==> config.mk <==
export PLATFORM = sky130hd
export DESIGN_NAME = regfile_operand_fetch
export DESIGN_NICKNAME = d
export VERILOG_FILES = /design/src/rtl/regfile_operand_fetch.sv
export SDC_FILE = /design/constraint.sdc
export NUM_CORES = 1
export LEC_CHECK = 0
export CAP_MARGIN = 15
export CORE_UTILIZATION = 40
export DETAILED_ROUTE_END_ITERATION = 8
export PLACE_DENSITY = 0.81
export SYNTH_ARGS = -nofsm -noshare
export SYNTH_HDL_FRONTEND = slang
export SYNTH_SLANG_ARGS = --single-unit
==> constraint.sdc <==
create_clock -name clock -period 1.85 [get_ports clock]
set_input_delay 0.4625 -clock clock [delete_from_list [all_inputs] [get_ports clock]]
set_output_delay 0.4625 -clock clock [all_outputs]
set_load 0.05 [all_outputs]
==> src/rtl/regfile_operand_fetch.sv <==
// -----------------------------------------------------------------------------
// regfile_operand_fetch
//   Read-side client of the lane register file. It accepts issued instructions
//   and drives the register file read ports. The register file has a 1-cycle
//   registered read latency, so the returned operands are captured one cycle
//   after issue. The operands are then presented to the execution stage through
//   a registered valid/ready output stage.
//
//   The register file returns the pre-write value when a read and a write hit
//   the same register on the same edge. Write-back data seen in the issue
//   cycle is therefore snooped and forwarded in place of the stale read.
//
//   Pipeline: S1 (read in flight) -> S2 (output register).
//
// Ports
//   clock, reset                  single clock, synchronous active-high reset
//   I_Valid / O_Ready             issue handshake
//   I_Re1, I_Re2                  source-1/2 used flags
//   I_Index_Src1/2, I_Tag         source indices and opaque tag
//   O_RF_Re1/2, O_RF_Index1/2     register file read requests
//   I_RF_Data1/2                  register file read data (1 cycle after Re)
//   I_WB_We/Index/Data            snooped register file write port
//   O_Valid / I_Ready             execution-stage handshake
//   O_Src1, O_Src2, O_Tag         operands (0 when unused) and tag
// -----------------------------------------------------------------------------
module regfile_operand_fetch #(
  parameter int WIDTH_DATA  = 32,
  parameter int WIDTH_INDEX = 6,
  parameter int WIDTH_TAG   = 8
) (
  input  logic                   clock,
  input  logic                   reset,
  input  logic                   I_Valid,
  output logic                   O_Ready,
  input  logic                   I_Re1,
  input  logic                   I_Re2,
  input  logic [WIDTH_INDEX-1:0] I_Index_Src1,
  input  logic [WIDTH_INDEX-1:0] I_Index_Src2,
  input  logic [WIDTH_TAG-1:0]   I_Tag,
  output logic                   O_RF_Re1,
  output logic                   O_RF_Re2,
  output logic [WIDTH_INDEX-1:0] O_RF_Index1,
  output logic [WIDTH_INDEX-1:0] O_RF_Index2,
  input  logic [WIDTH_DATA-1:0]  I_RF_Data1,
  input  logic [WIDTH_DATA-1:0]  I_RF_Data2,
  input  logic                   I_WB_We,
  input  logic [WIDTH_INDEX-1:0] I_WB_Index,
  input  logic [WIDTH_DATA-1:0]  I_WB_Data,
  output logic                   O_Valid,
  input  logic                   I_Ready,
  output logic [WIDTH_DATA-1:0]  O_Src1,
  output logic [WIDTH_DATA-1:0]  O_Src2,
  output logic [WIDTH_TAG-1:0]   O_Tag
);

  // S1: instruction whose register file read is in flight
  logic                  s1_v_q, s1_v_d;
  logic                  s1_re1_q, s1_re1_d;
  logic                  s1_re2_q, s1_re2_d;
  logic                  s1_fwd1_q, s1_fwd1_d;
  logic                  s1_fwd2_q, s1_fwd2_d;
  // Both sources forward from the same snooped write, so one data copy suffices
  logic [WIDTH_DATA-1:0] s1_fwd_data_q, s1_fwd_data_d;
  logic [WIDTH_TAG-1:0]  s1_tag_q, s1_tag_d;

  // S2: output register presented to the execution stage
  logic                  s2_v_q, s2_v_d;
  logic [WIDTH_DATA-1:0] s2_src1_q, s2_src1_d;
  logic [WIDTH_DATA-1:0] s2_src2_q, s2_src2_d;
  logic [WIDTH_TAG-1:0]  s2_tag_q, s2_tag_d;

  logic adv1_s;
  logic issue_s;

  // Handshake and register file read request generation
  always_comb begin
    adv1_s      = s1_v_q & (~s2_v_q | I_Ready);
    // Gated by reset so no read is requested while reset is asserted
    O_Ready     = ~reset & (~s1_v_q | adv1_s);
    issue_s     = I_Valid & O_Ready;
    O_RF_Re1    = issue_s & I_Re1;
    O_RF_Re2    = issue_s & I_Re2;
    O_RF_Index1 = I_Re1 ? I_Index_Src1 : {WIDTH_INDEX{1'b0}};
    O_RF_Index2 = I_Re2 ? I_Index_Src2 : {WIDTH_INDEX{1'b0}};
  end

  // Next-state logic for S1 and S2
  always_comb begin
    s1_v_d        = s1_v_q;
    s1_re1_d      = s1_re1_q;
    s1_re2_d      = s1_re2_q;
    s1_fwd1_d     = s1_fwd1_q;
    s1_fwd2_d     = s1_fwd2_q;
    s1_fwd_data_d = s1_fwd_data_q;
    s1_tag_d      = s1_tag_q;
    s2_v_d        = s2_v_q;
    s2_src1_d     = s2_src1_q;
    s2_src2_d     = s2_src2_q;
    s2_tag_d      = s2_tag_q;

    if (issue_s) begin
      s1_v_d        = 1'b1;
      s1_re1_d      = I_Re1;
      s1_re2_d      = I_Re2;
      s1_tag_d      = I_Tag;
      // Only a same-edge write needs forwarding; earlier writes are already in the file
      s1_fwd1_d     = I_Re1 & I_WB_We & (I_WB_Index == I_Index_Src1);
      s1_fwd2_d     = I_Re2 & I_WB_We & (I_WB_Index == I_Index_Src2);
      s1_fwd_data_d = I_WB_Data;
    end else if (adv1_s) begin
      s1_v_d = 1'b0;
    end else begin
      // Stalled: no new reads are issued, so the register file output holds the operand
      s1_v_d = s1_v_q;
    end

    if (adv1_s) begin
      s2_v_d    = 1'b1;
      s2_tag_d  = s1_tag_q;
      s2_src1_d = ~s1_re1_q ? {WIDTH_DATA{1'b0}} : (s1_fwd1_q ? s1_fwd_data_q : I_RF_Data1);
      s2_src2_d = ~s1_re2_q ? {WIDTH_DATA{1'b0}} : (s1_fwd2_q ? s1_fwd_data_q : I_RF_Data2);
    end else if (s2_v_q & I_Ready) begin
      s2_v_d = 1'b0;
    end else begin
      s2_v_d = s2_v_q;
    end
  end

  // Pipeline state registers with synchronous reset
  always_ff @(posedge clock) begin
    if (reset) begin
      s1_v_q        <= 1'b0;
      s1_re1_q      <= 1'b0;
      s1_re2_q      <= 1'b0;
      s1_fwd1_q     <= 1'b0;
      s1_fwd2_q     <= 1'b0;
      s1_fwd_data_q <= {WIDTH_DATA{1'b0}};
      s1_tag_q      <= {WIDTH_TAG{1'b0}};
      s2_v_q        <= 1'b0;
      s2_src1_q     <= {WIDTH_DATA{1'b0}};
      s2_src2_q     <= {WIDTH_DATA{1'b0}};
      s2_tag_q      <= {WIDTH_TAG{1'b0}};
    end else begin
      s1_v_q        <= s1_v_d;
      s1_re1_q      <= s1_re1_d;
      s1_re2_q      <= s1_re2_d;
      s1_fwd1_q     <= s1_fwd1_d;
      s1_fwd2_q     <= s1_fwd2_d;
      s1_fwd_data_q <= s1_fwd_data_d;
      s1_tag_q      <= s1_tag_d;
      s2_v_q        <= s2_v_d;
      s2_src1_q     <= s2_src1_d;
      s2_src2_q     <= s2_src2_d;
      s2_tag_q      <= s2_tag_d;
    end
  end

  assign O_Valid = s2_v_q;
  assign O_Src1  = s2_src1_q;
  assign O_Src2  = s2_src2_q;
  assign O_Tag   = s2_tag_q;

endmodule

# Word level (Yosys, flattened, before mapping)
# Index checks and enable logic that the tools add are counted.
# totals
input_bits	129
register_bits	118
mem_bits_ro	0
mem_bits_rw	0
latchBits	0
out_inout_bits	88
memories	0
# op_classes
div	0
reduce_logical	2
multipliers	0
bitwise	15
shift	0
n_addsub	0
order_cmp	0
n_eq_ne	2
mux	10
# ops
cell	count
32-bit two-way mux	4
6-bit equality test	2
6-bit two-way mux	2
1-bit bitwise AND	10
1-bit two-way mux	4
2-bit nonzero test	2
1-bit NOT	3
1-bit OR	2

# Depth between registers and ports, before layout
# Gate-level depths: netlist (run 1).
# logic_depth
ltp_word	7
mapped_depth	5
ltp_nobuf	3

# Worst setup path before layout (run 1)
# Ideal clock, no wire load.
# synth_path
kind	input-to-output
from	input port reset
to	output port O_Ready
arrival_ps	1588
path_buffers	3
setup_slack_ps	-201
required_ps	1387
cell_stages	4
cell_sequence	buf_4 buf_4 buf_2 nor2_1
# synth_between
elab_chain_cells	2
# synth_lines
element	line_no	text
start: declaration	32	input logic reset,
1-bit NOT	79	O_Ready = ~reset & (~s1_v_q | adv1_s);
1-bit bitwise AND	79	
end: declaration	34	output logic O_Ready,
# No other way between the ends.

# Worst setup path after layout (run 1)
# layout_path
from	input port I_Index_Src1[0]
to	output port O_RF_Index1[0]
# layout_between
elab_chain_cells	1
# layout_lines
element	line_no	text
start: declaration	37	input logic [WIDTH_INDEX-1:0] I_Index_Src1,
6-bit two-way mux	83	O_RF_Index1 = I_Re1 ? I_Index_Src1 : {WIDTH_INDEX{1'b0}};
end: declaration	42	output logic [WIDTH_INDEX-1:0] O_RF_Index1,
# No other way between the ends.

==> parameters.txt, run 1 <==
Parameter                              Value

Outcome
  Outcome ... finished, final reports clean

Min path
  Hold Startpoint ... s1_tag_q[7]
  Hold crit path type ... register to register

Worst setup path
  Worst path max stage delay ... roughly 0.50 ns
  Category of the worst setup path launch point ... input port
  First element of the critical path ... I_Index_Src1[0]
  Worst reg2reg path startpoint ... s1_v_q
  Critical path arrival ... between 1 and 1.5 ns
  Crit end category ... output port
  Worst Path Required ... around 1.4 ns
  Crit path buffers/inverters ... 2
  Largest delay share family, worst path ... buffers and inverters
  Crit Path Max Fanout ... 2
  List of cells traversed by the critical path ... clkdlybuf4s50_1, and2_1, buf_12
  Kind of critical path ... input port to output port
  Crit path max-delay cell type ... sky130_fd_sc_hd__clkdlybuf4s50_1

Layout
  Synth-to-layout area growth ... 49.9%
  Antenna cell count ... 0
  Fraction of layout instances using a drive strength above 1 ... between 30% and 40%
  Leading cell types in the layout, fill and taps excluded ... sky130_fd_sc_hd__clkdlybuf4s50_1, sky130_fd_sc_hd__dfxtp_1, sky130_fd_sc_hd__buf_4
  Total of fill cells in the finished design ... 1140
  Design Area, Final ... between 0.008 and 0.009 mm^2
  Final net count ... 927
  Storage element area ... between 0.002 and 0.0025 mm^2
  Multi-input gate area ... roughly 0.0031 mm^2
  Finished Layout Cells ... between 900 and 1000
  Leading cell type in the layout, fill and taps excluded ... sky130_fd_sc_hd__clkdlybuf4s50_1

Placement
  DPL Wire Length ... ~12000 um
  Cell count after placement ... around 960
  Count of port buffers added during placement ... around 220
  Pre-CTS setup slack ... -0.209 ns
  Routability congestion estimate ... ~0.81
  Post-Place Cell Area ... about 0.008 mm^2

Synth
  Register area share after synthesis ... between 40% and 50%
  Post-Syn Area per Cell ... roughly 9.7 um^2
  Cells after Synth ... approximately 600
  Number of register bits inferred by synthesis ... approximately 120
  Warnings, synthesis ... 0
  Netlist cell types ... 31
  Number of nets produced by synthesis ... slightly above 700
  Netlist area before placement ... 0.00582 mm^2

CTS
  TritonCTS clock tree ... done
  Clock sink count ... 118
  Latest clock arrival within the worst-skew pair ... about 0.42 ns
  Number of buffers created by CTS ... 17
  Buffer depth of the longest clock path ... 2
  CTS HTree Levels ... 4
  Root buffer selected by CTS ... sky130_fd_sc_hd__clkbuf_16
  Clock slew at reported path FFs ... around 0.050 ns

Detailed routing
  Routed via count ... about 5500
  Number of DRC markers in iteration 0 ... 376
  Routed wire per std cell ... ~18 um
  Antenna-violating nets left ... 0
  Sum of routed wire length over all layers ... approximately 18000 um
  Via density per instance ... ~5.6
  Total DRC errors in the routed layout ... 0
  Count of TritonRoute iterations in the first routing pass ... 5

STA
  Final number of hold-violating endpoints ... 0
  Minimum clock period after layout ... between 1.5 and 2 ns
  RSZ-0062 raised after global routing ... false
  Final hold slack ... around 0.46 ns
  Final critical-path setup slack ... between 0.08 and 0.09 ns
  Setup violations, final ... 0
  Crit share post-route ... a little over nine tenths
  Setup skew after layout ... approximately 0.0064 ns
  Slew headroom ... between 50% and 60%
  Final slew viol count ... 0
  Fmax ... 0.566 GHz
  Worst-Margin Slew ... 0.664 ns

Global routing
  Total grt overflow ... 0
  Initial antenna violation count ... 0
  Largest net degree at the start of global routing ... 63
  Via count of the first global-routing pass ... ~5300
  Wire length of the first global-routing pass ... 27700 um
  Aggregate global-route resource usage ... approximately a quarter

Floorplan
  Effective utilization at floorplan ... between 40% and 50%
  Standard cell core area ... 0.0140 mm^2
  Site Rows ... 43
  Width of the die ... about 120 um
  Die area ... between 0.015 and 0.02 mm^2
  Number of I/O pins ... between 200 and 250
  Floorplan die height ... 123 um

Flow run
  Total of max-cap violations ... 0

Power
  Maximum vdd ir drop ... between 0.6 and 0.7 mV
  Static leakage power ... between 3 and 4 nW
  Power per cell area ... about 810 mW/mm^2
## path summary, 6_finish.rpt
check,to,slack [ns],depth (start not counted)
worst max-delay path,O_RF_Index1[0],0.08,3
worst min-delay path,O_Tag[7],0.46,2
worst max register to register,s1_fwd_data_q[10],0.37,5
worst min register to register,O_Tag[7],0.46,2
## layer usage
metal  GRT usage, %  wire [um]  vias to the layer above
met3           7.16       1470                       30
met5              0          0                        -
met4           8.61        362                        0
met2           39.6       8610                      286
li1               -          -                     2564
met1           29.6       7640                     2649
## where the power goes
group          switching (mW)  internal [mW]
combinational           0.485          0.582
clock                    1.14           2.16
sequential             0.0683           2.64
## sequential cells by signal, summed over array words and instances, names as in the netlist
register	count
O_Src1	32
O_Src2	32
s1_fwd_data_q	32
O_Tag	8
s1_tag_q	8
O_Valid	1
s1_fwd1_q	1
s1_fwd2_q	1
s1_re1_q	1
s1_re2_q	1
s1_v_q	1
## worst register-to-register path: stages, from the launching register on
cell	delay [ns]
sky130_fd_sc_hd__dfxtp_4	0.44
sky130_fd_sc_hd__nand3b_4	0.12
sky130_fd_sc_hd__buf_4	0.16
sky130_fd_sc_hd__nand2_4	0.11
sky130_fd_sc_hd__buf_12	0.20
sky130_fd_sc_hd__mux2_4	0.34
## final cells by class
cell class / count / share of cell area [%]
repair buffers: 245 / 27.7
multi-input cells: 410 / 35.6
flip-flops and latches: 118 / 27.1
inverters: 6 / 0.258
well taps: 180 / 2.58
clock buffers: 21 / 5.27
clock inverters: 9 / 1.46
## metrics by stage
stage	setup TNS [ns]	power [mW]	util, %
after global routing	0	7.29	62.2
after floorplan	0	3.28	-
after global placement	-4.40	3.79	57.7
after detailed placement	-6.86	3.81	57.7
after CTS	0	7.10	62.1
final	0	7.08	62.2
## logic make-up (layout without fill, tap and decap cells)
kind of cell | count (synthesis) | after routing | share of synthesized area, %
AOI/OAI and AO/OA | 153 | 153 | 13.3
DFF | 118 | 118 | 40.6
xor gates and xnor gates | 12 | 12 | 1.80
buffers and inverters | 70 | 281 | 6.59
muxes | 104 | 104 | 22.7
and+or+nand+nor | 141 | 141 | 15.0
## cell usage after synthesis (all sizes together)
cell / instances / area share [%]
a211oi: 1 / 0.13
a21oi: 76 / 6.5
a31o: 1 / 0.15
a32o: 1 / 0.17
and2: 12 / 1.3
and2b: 1 / 0.15
and3: 1 / 0.11
and3b: 1 / 0.15
buf: 46 / 5.0
clkbuf: 18 / 1.2
dfxtp: 118 / 41
inv: 6 / 0.39
mux2: 104 / 23
nand2: 1 / 0.19
nand2b: 2 / 0.21
nand3: 10 / 0.86
nand3b: 1 / 0.19
nand4: 64 / 6.9
nor2: 3 / 0.19
nor2b: 41 / 4.4
nor3: 2 / 0.17
nor4: 2 / 0.21
o21ai: 74 / 6.4
xor2: 12 / 1.8
## repair_timing
action,CTS,global route
setup endpoints to repair,15,3
cloned,0,0
hold buffers,0,0
buffers inserted,2,0
resized for setup,9,2
pin swaps,1,0
Power figures use the tool's default switching activity.
==> run 2, diff against run 1 <==
--- a/config.mk
+++ b/config.mk
@@ -8,7 +8,8 @@
 export CAP_MARGIN = 15
 export CORE_UTILIZATION = 40
 export DETAILED_ROUTE_END_ITERATION = 8
-export PLACE_DENSITY = 0.81
+export DONT_BUFFER_PORTS = 1
+export PLACE_DENSITY = 0.62
 export SYNTH_ARGS = -nofsm -noshare
 export SYNTH_HDL_FRONTEND = slang
 export SYNTH_SLANG_ARGS = --single-unit
==> parameters.txt, run 2 (synthesis gave the netlist of run 1 again) <==
Parameter                              Value

Outcome
  Outcome ... finished, final reports clean

Global routing
  Largest net degree at the start of global routing ... 122 (+94%)
  Via count of the first global-routing pass ... 4528 (-15%)
  Aggregate global-route resource usage ... 21.9% (-2.2 points)
  Total grt overflow ... 0 (unchanged)
  Initial antenna violation count ... 2 (+2)
  Wire length of the first global-routing pass ... 24800 um (-11%)

CTS
  CTS HTree Levels ... 4 (unchanged)
  Clock slew at reported path FFs ... 0.06 ns (about the same)
  Hold buffer count at cts ... 0 (unchanged)
  Setup Buffers After CTS ... 0 (-2)
  TritonCTS clock tree ... done
  Clock sink count ... 118 (unchanged)
  Root buffer selected by CTS ... sky130_fd_sc_hd__clkbuf_16
  Number of buffers created by CTS ... 17 (unchanged)
  Buffer depth of the longest clock path ... 2 (unchanged)
  Latest clock arrival within the worst-skew pair ... 0.41 ns (about the same)

Worst setup path
  List of cells traversed by the critical path ... and2b_2, nand3_1, inv_1, buf_4
  R2R Setup Slk ... 0.45 ns (+0.08 ns)
  Crit path max-delay cell type ... sky130_fd_sc_hd__and2b_2
  Crit end category ... output port
  Category of the worst setup path launch point ... input port
  R2r worst-path depth ... 4 (-1)
  Critical path arrival ... 1.34 ns (+0.04 ns)
  Worst path max stage delay ... 0.36 ns (-0.14 ns)
  Worst reg2reg path startpoint ... s1_v_q
  Worst Setup EP ... O_RF_Re1
  Kind of critical path ... input port to output port
  Crit Path Max Fanout ... 121 (+119)
  End of the worst register-to-register path ... s1_fwd_data_q[12]
  First element of the critical path ... reset
  Worst Path Required ... 1.39 ns (about the same)

STA
  Slew headroom ... 62.0% (+6.3 points)
  Final number of hold-violating endpoints ... 0 (unchanged)
  Worst-Margin Slew ... 0.569 ns (-0.0950 ns)
  Setup violations, final ... 0 (unchanged)
  Setup TNS after final layout ... 0 ns (unchanged)
  Setup skew after layout ... 0.00884 ns (+0.00240 ns)
  RSZ-0062 raised after global routing ... false
  Final slew viol count ... 0 (unchanged)
  Final critical-path setup slack ... 0.0481 ns (-0.0363 ns)
  Minimum clock period after layout ... 1.80 ns (+0.0363 ns)
  Crit share post-route ... 97.4% (+2.0 points)
  Fmax ... 0.555 GHz (-2.0%)

Min path
  Hold crit path type ... input port to register

Layout
  Final net count ... 701 (-24%)
  Fin util ... 46.7% (-15 points)
  Fraction of layout instances using a drive strength above 1 ... 24.8% (-5.7 points)
  Leading cell type in the layout, fill and taps excluded ... sky130_fd_sc_hd__dfxtp_1
  Finished Layout Cells ... 766 (-23%)
  Leading cell types in the layout, fill and taps excluded ... sky130_fd_sc_hd__dfxtp_1, sky130_fd_sc_hd__a21oi_1, sky130_fd_sc_hd__nand4_1
  Storage element area ... 0.00237 mm^2 (-0.11%)
  Total of fill cells in the finished design ... 1339 (+17%)
  Multi-input gate area ... 0.00310 mm^2 (-0.28%)
  Synth-to-layout area growth ... 12.7%

Detailed routing
  Total DRC errors in the routed layout ... 0 (unchanged)
  Antenna-violating nets left ... 0 (unchanged)
  Via density per instance ... 5.95 (+6.4%)
  Count of TritonRoute iterations in the first routing pass ... 6 (+1)
  Routed wire per std cell ... 21.6 um (+18%)
  Sum of routed wire length over all layers ... 16500 um (-8.5%)
  Number of DRC markers in iteration 0 ... 307 (-18%)
  Routed via count ... 4555 (-18%)

Placement
  DPL Wire Length ... 10700 um (-8.7%)
  Pre-CTS setup slack ... 0.200 ns (+0.409 ns)
  Routability congestion estimate ... 0.812 (-0.18%)
  Cell count after placement ... 733 (-23%)
  Count of port buffers added during placement ... 0 (-100%)

Power
  Final total power ... 6.69 mW (-5.5%)
  Maximum vdd ir drop ... 0.602 mV (-4.2%)
  Static leakage power ... 2.40 nW (-31%)
  Power per cell area ... 1020 mW/mm^2 (+26%)

Floorplan
  Standard cell core area ... 0.0140 mm^2 (unchanged)
  Width of the die ... 123 um (unchanged)
  Effective utilization at floorplan ... 41.5% (unchanged)
  Floorplan die height ... 123 um (unchanged)
  Site Rows ... 43 (unchanged)
  Number of I/O pins ... 217 (unchanged)
  Die area ... 0.0150 mm^2 (unchanged)

Flow run
  Total of max-cap violations ... 0 (unchanged)
## run 2: changes by cell type in the layout (fill, tap and decap cells not counted), moves of 2 or more
cell / previous run / this run
sky130_fd_sc_hd__diode_2: 0 / 2
sky130_fd_sc_hd__buf_12: 21 / 8
sky130_fd_sc_hd__inv_1: 3 / 5
sky130_fd_sc_hd__clkdlybuf4s50_1: 123 / 0
sky130_fd_sc_hd__buf_4: 97 / 11
sky130_fd_sc_hd__dlygate4sd2_1: 4 / 0
sky130_fd_sc_hd__nand3_2: 2 / 0
sky130_fd_sc_hd__inv_2: 3 / 1
sky130_fd_sc_hd__nand3_1: 8 / 10
## run 2: repair_timing
action                                 in CTS  in global routing
endpoints found under the hold margin       0                  0
pin swaps                                   0                  0
resized for setup                           2                  1
setup endpoints to repair                   3                  1
gates cloned                                0                  0
## run 2: area by class of cell
cell class	count	area share [%]
diodes	2	0.0762
clock buffers	23	7.28
clock inverters	8	1.87
inverters	6	0.343
multi-input cells	410	47.2
flip-flops and latches	118	36.1
well taps	180	3.43
repair buffers	19	3.70
## run 2: worst min-delay path by stage
stage | to | depth (start not counted) | slack (ns) | start
2_1_floorplan | O_Tag[7] | 2 | 0.44 | s1_tag_q[7]
5_1_grt | O_Valid | 1 | 0.08 | reset
6_report | O_Valid | 1 | 0.11 | reset
3_5_place_dp | O_Tag[7] | 2 | 0.46 | s1_tag_q[7]
3_3_place_gp | O_Tag[7] | 2 | 0.45 | s1_tag_q[7]
4_1_cts | O_Valid | 1 | 0.09 | reset
## run 2: worst max-delay path: cells and delay by family
kind          cells  cell delay, ns
buf+inv           2            0.26
simple gates      2            0.48
## run 2: metrics by stage
step / instance area, um^2 / hold slack, ns
after CTS: 6560 / 0.0934
after detailed placement: 5950 / 0.463
after global placement: 5950 / 0.451
after global routing: 6560 / 0.0849
after floorplan: 5830 / 0.439
final: 6560 / 0.107
## run 2: where the power goes
group / internal [mW] / total, mW / leakage [nW] / switching, mW
Clock: 2.21 / 3.36 / 0.285 / 1.15
Sequential: 2.64 / 2.77 / 0.963 / 0.131
Combinational: 0.264 / 0.557 / 1.15 / 0.293
Total: 5.11 / 6.69 / 2.40 / 1.58
## run 2: metal layers
layer | GRT usage [%] | routed length [um]
met1 | 25.1 | 6460
met2 | 36.0 | 8190
met3 | 8.09 | 1520
met4 | 10.2 | 371
met5 | 0 | 0
